--- src/rtl/gpu_pkg.sv ---
// Shared types and field positions for the GPU command front end.
package gpu_pkg;

  localparam int COORD_W = 16;
  localparam int OP_MSB  = 31;
  localparam int OP_LSB  = 28;
  localparam int TEX_MSB = 7;
  localparam int TEX_LSB = 0;

  typedef enum logic [3:0] {
    OP_DRAW    = 4'd0,
    OP_DRAW_NF = 4'd1,
    OP_END     = 4'd2
  } opcode_e;

  typedef enum logic [2:0] {
    ST_HDR,
    ST_V1,
    ST_V2,
    ST_V3,
    ST_EMIT
  } parser_state_e;

  // Bit layout matches a vertex word: x in the upper half, y in the lower.
  typedef struct packed {
    logic [COORD_W-1:0] x;
    logic [COORD_W-1:0] y;
  } vertex_t;

  typedef struct packed {
    logic          new_frame;
    logic [7:0]    texnum;
    vertex_t [2:0] v;
  } tri_desc_t;

endpackage

--- src/rtl/gpu_sat_counter.sv ---
// Event counter that sticks at all-ones instead of wrapping.
module gpu_sat_counter #(
  parameter int CNT_W = 16
) (
  input  logic             clk,
  input  logic             reset,
  input  logic             inc,
  output logic [CNT_W-1:0] count
);

  logic [CNT_W-1:0] count_q;

  // NOTE: sequential state uses <= so every flop samples pre-edge values.
  always_ff @(posedge clk) begin
    if (reset) begin
      count_q <= '0;
    end else if (inc && (count_q != '1)) begin
      count_q <= count_q + 1'b1;
    end
  end

  assign count = count_q;

endmodule

--- src/rtl/gpu_cmd_parser.sv ---
// Drains the command FIFO, assembles triangle descriptors for the rasterizer
// and flags end-of-frame; malformed packets are dropped and counted.
module gpu_cmd_parser
  import gpu_pkg::*;
#(
  parameter int SCREEN_W = 320,
  parameter int SCREEN_H = 320,
  parameter int CNT_W    = 16
) (
  input  logic             clk,
  input  logic             reset,
  input  logic [31:0]      fifo_rdata,
  input  logic             fifo_empty,
  output logic             fifo_read,
  output logic             tri_valid,
  input  logic             tri_ready,
  output logic             tri_new_frame,
  output logic [7:0]       tri_texnum,
  output logic [15:0]      tri_x1,
  output logic [15:0]      tri_y1,
  output logic [15:0]      tri_x2,
  output logic [15:0]      tri_y2,
  output logic [15:0]      tri_x3,
  output logic [15:0]      tri_y3,
  output logic             end_frame,
  output logic             busy,
  output logic [CNT_W-1:0] drop_cnt,
  output logic [CNT_W-1:0] bad_op_cnt
);

  localparam logic [COORD_W-1:0] MAX_X = COORD_W'(SCREEN_W);
  localparam logic [COORD_W-1:0] MAX_Y = COORD_W'(SCREEN_H);

  parser_state_e state_q, state_d;
  tri_desc_t     desc_q, desc_d;
  logic          err_q, err_d;
  logic          end_q, end_d;
  logic          drop_inc, bad_op_inc;

  logic          pop;
  logic [3:0]    op;
  vertex_t       vtx;
  logic          vtx_bad;

  // Reset must not consume a word, so it masks the pop.
  assign pop     = !reset && !fifo_empty &&
                   (state_q inside {ST_HDR, ST_V1, ST_V2, ST_V3});
  assign op      = fifo_rdata[OP_MSB:OP_LSB];
  assign vtx     = vertex_t'(fifo_rdata);
  assign vtx_bad = (vtx.x >= MAX_X) || (vtx.y >= MAX_Y);

  // NOTE: every always_comb output gets a default first so no latch is inferred.
  always_comb begin
    state_d    = state_q;
    desc_d     = desc_q;
    err_d      = err_q;
    end_d      = 1'b0;
    drop_inc   = 1'b0;
    bad_op_inc = 1'b0;
    case (state_q)
      ST_HDR: if (pop) begin
        case (op)
          OP_DRAW, OP_DRAW_NF: begin
            desc_d.new_frame = (op == OP_DRAW_NF);
            desc_d.texnum    = fifo_rdata[TEX_MSB:TEX_LSB];
            state_d          = ST_V1;
          end
          OP_END:  end_d      = 1'b1;
          default: bad_op_inc = 1'b1;
        endcase
      end
      ST_V1: if (pop) begin
        desc_d.v[0] = vtx;
        err_d       = vtx_bad;
        state_d     = ST_V2;
      end
      ST_V2: if (pop) begin
        desc_d.v[1] = vtx;
        err_d       = err_q | vtx_bad;
        state_d     = ST_V3;
      end
      ST_V3: if (pop) begin
        desc_d.v[2] = vtx;
        if (err_q || vtx_bad) begin
          drop_inc = 1'b1;
          err_d    = 1'b0;
          state_d  = ST_HDR;
        end else begin
          state_d  = ST_EMIT;
        end
      end
      ST_EMIT: if (tri_ready) state_d = ST_HDR;
      default: state_d = ST_HDR;
    endcase
  end

  // NOTE: the descriptor register is reset too, so its outputs read 0 after reset.
  always_ff @(posedge clk) begin
    if (reset) begin
      state_q <= ST_HDR;
      desc_q  <= '0;
      err_q   <= 1'b0;
      end_q   <= 1'b0;
    end else begin
      state_q <= state_d;
      desc_q  <= desc_d;
      err_q   <= err_d;
      end_q   <= end_d;
    end
  end

  gpu_sat_counter #(.CNT_W(CNT_W)) u_drop_cnt (
    .clk   (clk),
    .reset (reset),
    .inc   (drop_inc),
    .count (drop_cnt)
  );

  gpu_sat_counter #(.CNT_W(CNT_W)) u_bad_op_cnt (
    .clk   (clk),
    .reset (reset),
    .inc   (bad_op_inc),
    .count (bad_op_cnt)
  );

  assign fifo_read     = pop;
  assign tri_valid     = (state_q == ST_EMIT);
  assign busy          = (state_q != ST_HDR);
  assign end_frame     = end_q;
  assign tri_new_frame = desc_q.new_frame;
  assign tri_texnum    = desc_q.texnum;
  assign tri_x1        = desc_q.v[0].x;
  assign tri_y1        = desc_q.v[0].y;
  assign tri_x2        = desc_q.v[1].x;
  assign tri_y2        = desc_q.v[1].y;
  assign tri_x3        = desc_q.v[2].x;
  assign tri_y3        = desc_q.v[2].y;

endmodule

--- config.mk ---
export PLATFORM = sky130hd
export DESIGN_NAME = gpu_cmd_parser
export DESIGN_NICKNAME = d
export VERILOG_FILES = /design/src/rtl/gpu_pkg.sv /design/src/rtl/gpu_sat_counter.sv /design/src/rtl/gpu_cmd_parser.sv
export SDC_FILE = /design/constraint.sdc
export NUM_CORES = 1
export LEC_CHECK = 0
export ABC_AREA = 1
export CAP_MARGIN = 10
export CORE_MARGIN = 2
export CORE_UTILIZATION = 50
export CTS_CLUSTER_DIAMETER = 120
export DETAILED_ROUTE_END_ITERATION = 7
export GPL_ROUTABILITY_DRIVEN = 0
export PLACE_DENSITY = 0.84
export SLEW_MARGIN = 0
export SYNTH_ARGS = -nofsm -noshare
export SYNTH_HDL_FRONTEND = slang
export SYNTH_HIERARCHICAL = 1
export SYNTH_SLANG_ARGS = --single-unit
--- constraint.sdc ---
create_clock -name clk -period 3.4 [get_ports clk]
set_input_delay 0.51 -clock clk [delete_from_list [all_inputs] [get_ports clk]]
set_output_delay 0.51 -clock clk [all_outputs]
set_load 0.01 [all_outputs]
==> impl_metrics.yaml, run 1 <==
die:
  core_region_area_um2: 11560
  die_y_um: 113.4
  pin_count: 177
  floorplan.initialDensity: 0.5178
  placementRows: 39
  fp.dieW_um: 113.4
  design.die.area_um2: 12870
min_path:
  timing.hold.worst_path_depth: 2
  worst_hold_startpoint: "tri_x1[1]"
  hold_class: "reg2reg"
  timing.hold.worst_endpoint: "tri_x1[1]"
setup_path:
  setup.worst_path.end_class: "primary output"
  crit_start: "reset"
  worstReg2RegEnd: "u_bad_op_cnt/count[14]"
  worst-endpoint-arrival_ps: 2080
  worst-path-max-fanout: 5
  worst-endpoint-required_ps: 2890
  worst_r2r_startpoint: "state_q[1]"
  regToRegSetupSlack_ps: 1250
  worst-setup-path-type: "in2out"
  worst_r2r_path_depth: 10
  start_kind: "input pin"
timing:
  hold_viol_final: 0
  max_slew_margin: 0.5394
  setup_viols_final: 0
  upper_clock_frequency_limit_mhz: 386.4
  drv_slew: 0
  finalClockSkew_ps: 6.166
  final_critical_path_time_including_i_o_delays_and_setup_ps: 2588
  tightestPinTransition_ps: 690.9
  fin_setup_tns_ps: 0
  fin_crit_sh: 0.7613
  grt_setup_unrepaired: "no"
global_route:
  gr-max-usage-layer: "met2"
  grt_util_met1: 0.3023
  antenna_found_initial: 0
  groute.layer.met2.usage: 0.4144
  grtUsageTotal: 0.2513
  first_global_vias: 5407
  globalRoute.totalOverflow: 0
  grt_first_pass_wirelength_um: 26010
  maximum_number_of_pins_on_one_net_before_global_route_repair: 65
  grtUsageMet3: 0.1010
logic_synthesis:
  synth-seq-cells: 142
  yosys.area.top_type: "dfxtp_1"
  post_synth_num_cell_types: 27
  ys_seq_area_frac: 0.4747
  synth-edff-count: 0
  ys_dominant_reg_cell: "dfxtp_1"
  mapped_avg_cell_area_um2: 7.303
  synth_warnings: 6
  async_flop_share: 0
  netlist_area_um2: 5988
  synth.net_count: 858
  synth_top_cells_by_area: "dfxtp_1, nor2_1, o21ai_0, a21oi_1, nand2_1"
  yosys.cell_count.top_type: "nor2_1"
  synthCells: 820
  synth_top_cell_area_share: 0.4747
  synth_top_cells_by_count: "nor2_1, dfxtp_1, nand2_1, o21ai_0, inv_1"
placed_design:
  detailedPlacementHpwl_um: 10760
  portBuffers: 176
  post-place-cells: 1110
  postPlaceCellArea_um2: 7766
layout:
  layout_cells_sized_above_1: 0.07948
  layout-area-overhead-vs-synth_pct: 38.86
  cell_count_final_fillers_out: 1137
  layout_nets: 1024
  diodes: 0
  fillCellCount: 906
  finish.instance_area_um2: 8315
detailed_routing:
  dr.pass1.iters: 5
  violation_count_after_the_first_detailed_routing_iteration: 327
  postRouteWirelength_um: 15960
  vias_per_cell: 5.124
  post_dr_wirelength_cell_um: 14.04
  detail-route-antenna-nets: 0
  drcViolationCount: 0
  route.vias.total: 5826
power:
  ratio_of_total_power_to_cell_area_nw_per_um2: 439.5
  leakage_power_summed_over_all_cells_nw: 3.152
  peak_supply_drop_v: 0.0004993
clocking:
  cts.reportedPaths.clkPinSlew_ps: 50
  post_cts_setup_inserts: 0
  cts_buffers: 17
  post_cts.resized_instances: 0
  cts_htree_levels: 4
  clock-sinks: 142
  cts-root-to-sink-buffers: 2
  cts_tree: "done"
  cts_hold_buffers: 0
  cts-root-buf: "clkbuf_16"
  clock_latency_ps: 410
run:
  cap_viol_max_count: 0
run_status:
  status: "completed"
-- area by class of cell --
class                   count  area [um2]  area share
clock buffers              20       456.7     0.05492
clock inverters             7       92.59     0.01113
inverters                  96       360.3     0.04333
well taps                 143       178.9     0.02152
multi-input cells         549        2592      0.3118
flip-flops and latches    142        2843      0.3419
repair buffers            180        1792      0.2155
-- state kept, by name (all words and copies together), names as in the netlist, 3 cells and up --
signal and count:
tri_x2 16, u_bad_op_cnt/count 16, tri_texnum 8, u_drop_cnt/count 16, tri_y3 16, tri_x3 16
tri_y1 16, tri_x1 16, state_q 3, tri_y2 16
-- how the worst max path moves through the flow --
stage / to / slack, ps
floorplan: u_drop_cnt/count[13] / 1420
global placement: u_bad_op_cnt/count[13] / 650
detailed placement: u_bad_op_cnt/count[13] / 490
CTS: fifo_read / 820
global route: u_bad_op_cnt/count[13] / 640
finish: fifo_read / 810
-- layout by cell type, fill, tap and decap left out --
| cell | count |
|---|---|
| clkdlybuf4s50_1 | 176 |
| nor2_1 | 163 |
| dfxtp_1 | 142 |
| nand2_1 | 107 |
| o21ai_0 | 103 |
| inv_1 | 90 |
| a21oi_1 | 82 |
| nand3_1 | 29 |
| nor2_2 | 27 |
| clkbuf_16 | 17 |
| o21ai_1 | 7 |
| nand4_1 | 7 |
| inv_2 | 6 |
| nor2_4 | 5 |
| buf_4 | 4 |
| nand2_2 | 4 |
| nor2_8 | 3 |
| clkinvlp_4 | 3 |
| nand3b_1 | 2 |
| nand3_4 | 2 |
| clkbuf_8 | 2 |
| clkinv_2 | 2 |
| bufinv_16 | 2 |
| or2_0 | 2 |
| nor3_1 | 2 |
| ha_1 | 2 |
| nand2_4 | 1 |
| nand3_2 | 1 |
| clkbuf_1 | 1 |
-- routing by layer --
layer	part of all wire	vias to the layer above
met4	0.017	0
met3	0.082	22
li1	-	2941
met2	0.47	192
met1	0.43	2671
met5	0	-
-- per-stage QoR --
stage          hold WS, ps  utilization  setup slack [ps]  total power [mW]
5_1_grt              461.0       0.7190             639.4             3.771
2_1_floorplan        467.3            -              1421             1.823
4_1_cts              442.8       0.7190             817.5             3.677
3_3_place_gp         430.6       0.6715             645.5             1.931
3_5_place_dp         434.3       0.6715             492.4             1.935
6_report             441.4       0.7190             811.7             3.655
-- power breakdown --
group          switching (mW)  internal, mW  total (mW)
combinational           0.111        0.0948       0.206
sequential             0.0121          1.68        1.69
clock                   0.661          1.09        1.75
-- worst max-delay path: stages --
cell             delay (ps)
clkdlybuf4s50_1         520
nor2_2                  230
nand2_4                 110
inv_2                   100
clkdlybuf4s50_1         610
-- kinds of logic after synthesis --
| logic type | after synthesis | synth area share |
|---|---|---|
| buf+inv | 129 | 0.09235 |
| fa+ha+maj | 2 | 0.004178 |
| compound gates | 192 | 0.1605 |
| simple gates | 355 | 0.2683 |
| flops | 142 | 0.4747 |
Power figures use the tool's default switching activity.
==> inputs of run 2 (changes only) <==
--- a/config.mk
+++ b/config.mk
@@ -8,11 +8,11 @@
 export ABC_AREA = 1
 export CAP_MARGIN = 10
 export CORE_MARGIN = 2
-export CORE_UTILIZATION = 50
+export CORE_UTILIZATION = 47
 export CTS_CLUSTER_DIAMETER = 120
 export DETAILED_ROUTE_END_ITERATION = 7
 export GPL_ROUTABILITY_DRIVEN = 0
-export PLACE_DENSITY = 0.84
+export PLACE_DENSITY = 0.8
 export SLEW_MARGIN = 0
 export SYNTH_ARGS = -nofsm -noshare
 export SYNTH_HDL_FRONTEND = slang
==> constraint.sdc (replaced) <==
create_clock -name clk -period 2.5 [get_ports clk]
set_input_delay 0.375 -clock clk [delete_from_list [all_inputs] [get_ports clk]]
set_output_delay 0.375 -clock clk [all_outputs]
set_load 0.01 [all_outputs]
==> run 2 against run 1 <==
Compared with the run above: critical path depth unchanged; clock power up 33%; total power up 34%; clock skew up 3.6 ps; first-iteration DRC count up 4.9%; worst hold slack better by 0.75 ps; highest routed layer unchanged; largest cell class unchanged; final area up 1.2%; sequential cell count unchanged; sequential share of layout area down 0.40 points; wire length down 2.1%.
==> impl_metrics.yaml, run 2 (same netlist as run 1, synthesis figures left out) <==
clocking:
  cts_buffers: 17
  clock-sinks: 142
  post_cts_setup_inserts: 0
  cts_tree: "done"
  clock_latency_ps: 420
  cts-root-buf: "clkbuf_16"
  cts_htree_levels: 4
  cts.reportedPaths.clkPinSlew_ps: 60
  cts-root-to-sink-buffers: 2
  post_cts.resized_instances: 0
  cts_hold_buffers: 0
detailed_routing:
  vias_per_cell: 4.855
  dr.pass1.iters: 5
  drcViolationCount: 0
  detail-route-antenna-nets: 0
  route.vias.total: 5709
  post_dr_wirelength_cell_um: 13.29
  violation_count_after_the_first_detailed_routing_iteration: 343
  postRouteWirelength_um: 15630
layout:
  layout-area-overhead-vs-synth_pct: 40.51
  layout_nets: 1030
  layout_cells_sized_above_1: 0.08665
  layout.cells.most_common: "clkdlybuf4s50_1"
  multi_input_comb_area_um2: 2592
  regArea_um2: 2843
  layout.core_utilization: 0.6722
  fillCellCount: 1056
  commonest_cells_after_routing_fill_and_taps_aside: "clkdlybuf4s50_1, nor2_1, dfxtp_1"
  diodes: 0
  cell_count_final_fillers_out: 1176
  finish.instance_area_um2: 8414
global_route:
  grt_first_pass_wirelength_um: 25340
  maximum_number_of_pins_on_one_net_before_global_route_repair: 109
  grtUsageTotal: 0.2376
  globalRoute.totalOverflow: 0
  first_global_vias: 5189
  antenna_found_initial: 0
power:
  leakage_power_summed_over_all_cells_nw: 3.192
  power.switching_fraction: 0.2255
  power.share.combinational: 0.058
  total_switching_power_mw: 1.108
  seq_power_share: 0.469
  clock_power_share: 0.473
  p_int_mw: 3.807
  ratio_of_total_power_to_cell_area_nw_per_um2: 584.2
  peak_supply_drop_v: 0.0004709
  totalPowerFinal_mw: 4.915
timing:
  finalClockSkew_ps: 9.719
  hold_viol_final: 0
  tightestPinTransition_ps: 618.1
  fin_crit_sh: 0.8681
  grt_setup_unrepaired: "no"
  setup_viols_final: 0
  fin_setup_tns_ps: 0
  max_slew_margin: 0.5879
  upper_clock_frequency_limit_mhz: 460.8
  drv_slew: 0
  final_critical_path_time_including_i_o_delays_and_setup_ps: 2170
setup_path:
  start_kind: "register"
  worst-endpoint-arrival_ps: 1800
  worst-endpoint-required_ps: 2120
  worst-setup-path-type: "reg2out"
  setup.worst_path.end_class: "primary output"
  worst-path-max-fanout: 6
die:
  core_region_area_um2: 12520
  fp.dieW_um: 116.9
  floorplan.initialDensity: 0.4784
  placementRows: 41
  die_y_um: 116.9
  design.die.area_um2: 13660
  pin_count: 177
placed_design:
  postPlaceCellArea_um2: 7873
  detailedPlacementHpwl_um: 10720
  portBuffers: 176
  post-place-cells: 1145
run_status:
  status: "completed"
min_path:
  hold_class: "reg2reg"
run:
  cap_viol_max_count: 0
[run 2: cell types whose count changed in the layout (fill, tap and decap cells not counted), sizes merged]
cell      change
clkinv        +4
clkinvlp      -1
clkbuf        +1
inv           +1
bufinv        -1
buf           +6
[run 2: per-layer routing]
metal | vias to the layer above | global-route usage | part of all wire
met1 | 2558 | 0.2838 | 0.43
li1 | 2950 | - | -
met5 | - | 0 | 0
met3 | 24 | 0.09269 | 0.089
met4 | 0 | 0.09412 | 0.018
met2 | 177 | 0.3861 | 0.46
[run 2: through the flow]
step | hold slack, ps | setup slack, ps
2_1_floorplan | 444.1 | 652.6
3_3_place_gp | 429.9 | 115.4
3_5_place_dp | 434.1 | 83.19
4_1_cts | 442.3 | 311.3
5_1_grt | 455.2 | 233.3
6_report | 442.1 | 329.7
[run 2: layout make-up]
type | count | area share
clock buffers | 21 | 0.05353
clock inverters | 10 | 0.01086
inverters | 96 | 0.04283
multi-input cells | 549 | 0.3081
flip-flops and latches | 142 | 0.3378
well taps | 172 | 0.02558
repair buffers | 186 | 0.2213
[run 2: critical path, cell delays in order (launching register included)]
cell             delay, ps
dfxtp_1                510
inv_1                  130
nand2_1                110
nor2_1                  60
inv_1                   50
clkdlybuf4s50_1        530
[run 2: power groups by stage]
stage / sequential (mW) / clock (mW) / combinational [mW]
6_report: 2.30 / 2.33 / 0.286
5_1_grt: 2.30 / 2.47 / 0.319
3_5_place_dp: 2.35 / 0 / 0.287
4_1_cts: 2.30 / 2.36 / 0.288
2_1_floorplan: 2.36 / 0 / 0.118
3_3_place_gp: 2.35 / 0 / 0.284
[run 2: path summary, 6_finish.rpt]
path              start                endpoint  slack (ps)  depth (start not counted)
max          state_q[1]                    busy         330                          5
min reg2reg  tri_y1[15]              tri_y1[15]         440                          2
min          tri_y1[15]              tri_y1[15]         440                          2
max reg2reg  state_q[2]  u_bad_op_cnt/count[13]         660                         12
